--- config.mk ---
export PLATFORM = sky130hd
export DESIGN_NAME = ucall_stack
export DESIGN_NICKNAME = d
export VERILOG_FILES = /design/src/rtl/ucall_stack_pkg.sv /design/src/rtl/ustack_ram.sv /design/src/rtl/ucall_stack.sv
export SDC_FILE = /design/constraint.sdc
export NUM_CORES = 1
export LEC_CHECK = 0
export CAP_MARGIN = 20
export CORE_ASPECT_RATIO = 1.5
export CORE_MARGIN = 5
export CORE_UTILIZATION = 45
export CTS_BUF_LIST = sky130_fd_sc_hd__clkbuf_4 sky130_fd_sc_hd__clkbuf_8
export DETAILED_ROUTE_END_ITERATION = 7
export PLACE_DENSITY = 0.62
export SLEW_MARGIN = 10
export SYNTH_ARGS = -nofsm -noshare
export SYNTH_HDL_FRONTEND = slang
export SYNTH_SLANG_ARGS = --single-unit
--- constraint.sdc ---
create_clock -name clk -period 4.8 [get_ports clk]
set_clock_uncertainty 0.05 [all_clocks]
set_input_delay 0.72 -clock clk [delete_from_list [all_inputs] [get_ports clk]]
set_output_delay 0.72 -clock clk [all_outputs]
set_load 0.01 [all_outputs]
--- src/rtl/ucall_stack_pkg.sv ---
// Shared definitions for the microcode call/return stack: address width, default depth
// and the decoded stack operation.
package ucall_stack_pkg;

  localparam int unsigned UADDR_W      = 12;
  localparam int unsigned USTACK_DEPTH = 16;

  typedef logic [UADDR_W-1:0] uaddr_t;

  typedef enum logic [1:0] {
    OP_HOLD,
    OP_PUSH,
    OP_POP,
    OP_REPL
  } ustack_op_e;

  function automatic ustack_op_e decode_op(input logic call, input logic ret);
    case ({call, ret})
      2'b10:   return OP_PUSH;
      2'b01:   return OP_POP;
      2'b11:   return OP_REPL;
      default: return OP_HOLD;
    endcase
  endfunction

endpackage

--- src/rtl/ustack_ram.sv ---
// DEPTH x AW storage for the call stack: one synchronous write port and an asynchronous
// read port, sized to map onto distributed RAM.
module ustack_ram #(
  parameter int unsigned DEPTH = 16,
  parameter int unsigned AW    = 12,
  parameter int unsigned PW    = $clog2(DEPTH)
) (
  input  logic          clk,
  input  logic          we_i,
  input  logic [PW-1:0] waddr_i,
  input  logic [AW-1:0] wdata_i,
  input  logic [PW-1:0] raddr_i,
  output logic [AW-1:0] rdata_o
);

  logic [AW-1:0] mem_q [DEPTH];

  always_ff @(posedge clk) begin
    if (we_i) mem_q[waddr_i] <= wdata_i;
  end

  assign rdata_o = mem_q[raddr_i];

endmodule

--- src/rtl/ucall_stack.sv ---
// Microcode call/return stack for the KS-10 microsequencer. Its top entry drives the
// RET dispatch source; every output is derived from registered state only.
module ucall_stack
  import ucall_stack_pkg::*;
#(
  parameter int unsigned DEPTH = USTACK_DEPTH,
  parameter int unsigned AW    = UADDR_W
) (
  input  logic          clk,
  input  logic          rst,
  input  logic          clken,
  input  logic          call,
  input  logic          ret,
  input  logic [AW-1:0] retADDR,
  output logic [AW-1:0] dispRET,
  output logic          empty,
  output logic          full,
  output logic          ovf,
  output logic          unf
);

  localparam int unsigned PW = $clog2(DEPTH);
  localparam logic [PW:0] CNT_MAX = (PW+1)'(DEPTH);

  logic [PW-1:0] sp_q, sp_d;
  logic [PW:0]   cnt_q, cnt_d;
  logic          ovf_q, ovf_d;
  logic          unf_q, unf_d;

  logic          we;
  logic [PW-1:0] waddr;
  logic [PW-1:0] top_idx;
  logic [AW-1:0] top_data;
  logic          is_empty, is_full;
  ustack_op_e    op;

  assign top_idx  = sp_q - 1'b1;
  assign is_empty = (cnt_q == '0);
  assign is_full  = (cnt_q == CNT_MAX);
  assign op       = decode_op(call, ret);

  always_comb begin
    sp_d  = sp_q;
    cnt_d = cnt_q;
    ovf_d = ovf_q;
    unf_d = unf_q;
    we    = 1'b0;
    waddr = sp_q;
    if (clken) begin
      case (op)
        OP_PUSH: begin
          we   = 1'b1;
          sp_d = sp_q + 1'b1;
          if (is_full) ovf_d = 1'b1;
          else         cnt_d = cnt_q + 1'b1;
        end
        OP_POP: begin
          if (is_empty) begin
            unf_d = 1'b1;
          end else begin
            sp_d  = top_idx;
            cnt_d = cnt_q - 1'b1;
          end
        end
        OP_REPL: begin
          // Replacing the top of an empty stack degenerates to a plain push.
          we = 1'b1;
          if (is_empty) begin
            sp_d  = sp_q + 1'b1;
            cnt_d = cnt_q + 1'b1;
          end else begin
            waddr = top_idx;
          end
        end
        OP_HOLD: ;
      endcase
    end
  end

  always_ff @(posedge clk) begin
    if (rst) begin
      sp_q  <= '0;
      cnt_q <= '0;
      ovf_q <= 1'b0;
      unf_q <= 1'b0;
    end else begin
      sp_q  <= sp_d;
      cnt_q <= cnt_d;
      ovf_q <= ovf_d;
      unf_q <= unf_d;
    end
  end

  ustack_ram #(
    .DEPTH (DEPTH),
    .AW    (AW),
    .PW    (PW)
  ) u_ram (
    .clk     (clk),
    .we_i    (we & ~rst),
    .waddr_i (waddr),
    .wdata_i (retADDR),
    .raddr_i (top_idx),
    .rdata_o (top_data)
  );

  assign dispRET = is_empty ? '0 : top_data;
  assign empty   = is_empty;
  assign full    = is_full;
  assign ovf     = ovf_q;
  assign unf     = unf_q;

endmodule

==> key figures <==
Timing
  – Post-route setup slack: slightly below 0.6 ns
  – Setup violations, final: 0
  – Maximum clock frequency: 237.6 MHz
  – Worst-Margin Slew: between 0.8 and 0.9 ns
  – Max transition margin: approximately 44%
  – Post-Route Setup TNS: 0 ns
  – Unrepaired setup endpoints after global routing: no
  – Hold Vio Cnt, Final: 0
  – Tmin final: 4.209 ns
  – Pins over their slew limit: 0
  – Tcrit/Tclk final: 87.68%

Logic synthesis
  – Syn avg cell area: between 15 and 20 um^2
  – Post-synthesis instance area: 8320 um^2
  – Net Count, Synth: 458
  – Count of cell types in the netlist: 47
  – Main synth FF type: edfxtp_1
  – Flops & latches, synth: roughly 200
  – Synth area leader: edfxtp_1
  – Area share of the largest cell type after synthesis: 69.29%
  – Seq/Total Area, Yosys: 71.94%
  – Yosys warning total: 0
  – Cell count after synthesis: 432
  – EDFF count, synth: between 150 and 200
  – Fraction of registers with async set/reset: 0%
  – Top cells by area, synth: edfxtp_1 69%, mux4_2 13%, mux2i_1 3.2%, dfxtp_1 2.6%, nor2_1 1.4%

Finish
  – Fill cell total of the finished layout: roughly 1500
  – Nets: ~520
  – Share of cells above drive strength 1: 25.58%
  – Non-filler instance count after layout: 772
  – Layout Utilization: 52.75%
  – # diodes: 0
  – Layout Area Growth over Synthesis: 16.62%

Clocking
  – Maximum level of the CTS H-tree: 1
  – Hold Buf Count CTS: 0
  – Post-CTS setup buffers: 0
  – CTS tree: done
  – Skew-Pair Late Insertion Delay: 0.57 ns
  – Clk sinks: 203
  – Clock buffer depth: 3
  – CTS Buf Count: 30
  – Clk pin slew, worst setup/hold paths: about 0.060 ns
  – CTS root buf: clkbuf_8
  – Post-cts resize count: 0

Drt
  – M1 wire length: 6.947 mm
  – Wire per inst: about 23 um
  – Routed length on met2: 9.447 mm
  – Max layer used: met4
  – Metal3 WL: 664 um
  – Via count: 4235
  – Initial DRC Count: 273
  – Drt drc: 0
  – Post-DRT Antenna Nets: 0
  – Drt first pass iters: 5
  – Vias per cell: 5.486
  – Final wirelength: around 17 mm

Critical path
  – CP required: 4.03 ns
  – Setup crit start kind: flip-flop
  – Setup crit end kind: primary output
  – Arrival @ worst endpoint: 3.44 ns
  – Setup CP Type: reg2out
  – CP Max Fanout: 15

Die
  – Cell Rows: 61
  – Initial core utilization: 45.24%
  – Die span in y: between 150 and 200 um
  – Die Width: 121.0 um
  – Boundary Pins: 33
  – Core Region: 18390 um^2
  – Die area: 21370 um^2

Pwr
  – Peak supply drop: 0.1963 mV
  – PwrDens: 436.9 nW/um^2
  – P_leak: 0.003165 uW

Placement
  – Placed Cells: 718
  – Detailed Place HPWL: 11.12 mm
  – Routability congestion estimate from global placement: 0.7591
  – PortBufs: 32
  – Pre-CTS setup slack: between 0.9 and 1 ns

GRT
  – GRT Util Overall: around 17%
  – Number of global-route vias before repair: between 4000 and 5000
  – Congestion Overflow GR: 0
  – Largest net degree at the start of global routing: 45
  – First-pass GRT wire length: 27.05 mm
  – Initial antenna violation count: 0

Job
  – Max-Cap Viols: 0

Run status
  – Status: complete, no violations

Min path
  – Hold crit path type: reg2reg
==> where the power goes <==
part           internal (uW)  switching, uW
registers               1960           24.5
logic                    369            396
clock network            851            640
==> worst paths after layout <==
path / to / startpoint / slack (ns) / depth (start not counted)
max: dispRET[3] / sp_q[0] / 0.59 / 7
min: ovf / ovf / 0.42 / 2
max reg2reg: u_ram.mem_q[14][0] / sp_q[2] / 1.63 / 6
min reg2reg: ovf / ovf / 0.42 / 2
==> registers in the layout, indices dropped and copies added (netlist names) <==
name and count:
sp_q 4, unf 1, u_ram.mem_q 192, cnt_q 5, ovf 1
==> cell type report <==
cell class / count / area, um^2 / area share [%]
multi-input cells: 198 / 2210 / 22.77
well taps: 252 / 315.3 / 3.250
inverters: 12 / 45.04 / 0.4642
clock inverters: 18 / 195.2 / 2.012
clock buffers: 36 / 457.9 / 4.720
flip-flops and latches: 203 / 5989 / 61.73
repair buffers: 53 / 490.5 / 5.055
==> layout by cell type (no fill, tap or decap), types with 7 or more instances in the layout <==
master	n
buf_4	20
clkbuf_8	30
clkdlybuf4s50_1	32
clkinv_2	8
dfxtp_1	10
edfxtp_1	192
ha_1	7
inv_1	12
mux2i_1	27
mux4_2	48
nor2_1	32
nor3_1	9
o22ai_1	12
==> metrics by stage <==
| step | power (uW) | cell area (um^2) | hold slack [ns] |
|---|---|---|---|
| final | 4240 | 9703 | 0.4239 |
| after global routing | 4410 | 9703 | 0.4509 |
| after CTS | 4292 | 9703 | 0.4286 |
| after detailed placement | 2798 | 9050 | 0.4133 |
| after global placement | 2788 | 9050 | 0.3993 |
| after floorplan | 2512 | 8320 | 0.4522 |
==> cells in the mapped netlist (3+ instances only) <==
| cell | number |
|---|---|
| inv_1 | 12 |
| o21ai_0 | 3 |
| ha_1 | 8 |
| clkbuf_1 | 10 |
| buf_2 | 6 |
| dfxtp_1 | 11 |
| nor2_1 | 32 |
| o22ai_1 | 12 |
| a31oi_1 | 5 |
| a21oi_1 | 5 |
| nand3_1 | 3 |
| mux2i_1 | 27 |
| xnor2_1 | 6 |
| nor3_1 | 9 |
| edfxtp_1 | 192 |
| nand2_1 | 4 |
| mux4_2 | 48 |
==> kinds of logic after synthesis <==
| logic type | share of synthesized area [%] |
|---|---|
| flops | 71.94 |
| mux | 16.42 |
| xor+xnor | 1.038 |
| compound gates | 3.534 |
| buf+inv | 1.669 |
| simple gates | 3.955 |
| fa+ha+maj | 1.444 |
==> worst max-delay path, stage by stage (launching register included) <==
cell and delay (ns):
dfxtp_4 0.50, inv_1 0.17, ha_2 0.61, buf_4 0.32, mux4_2 0.32, mux2i_1 0.26
o22ai_1 0.17, clkdlybuf4s50_1 0.53
==> metal layers <==
layer  GRT usage [%]  up-vias
met3           2.500       25
met5               0        -
met2           30.85      108
met4           5.246        0
met1           20.87     2208
li1                -     1894
Power figures use the tool's default switching activity.
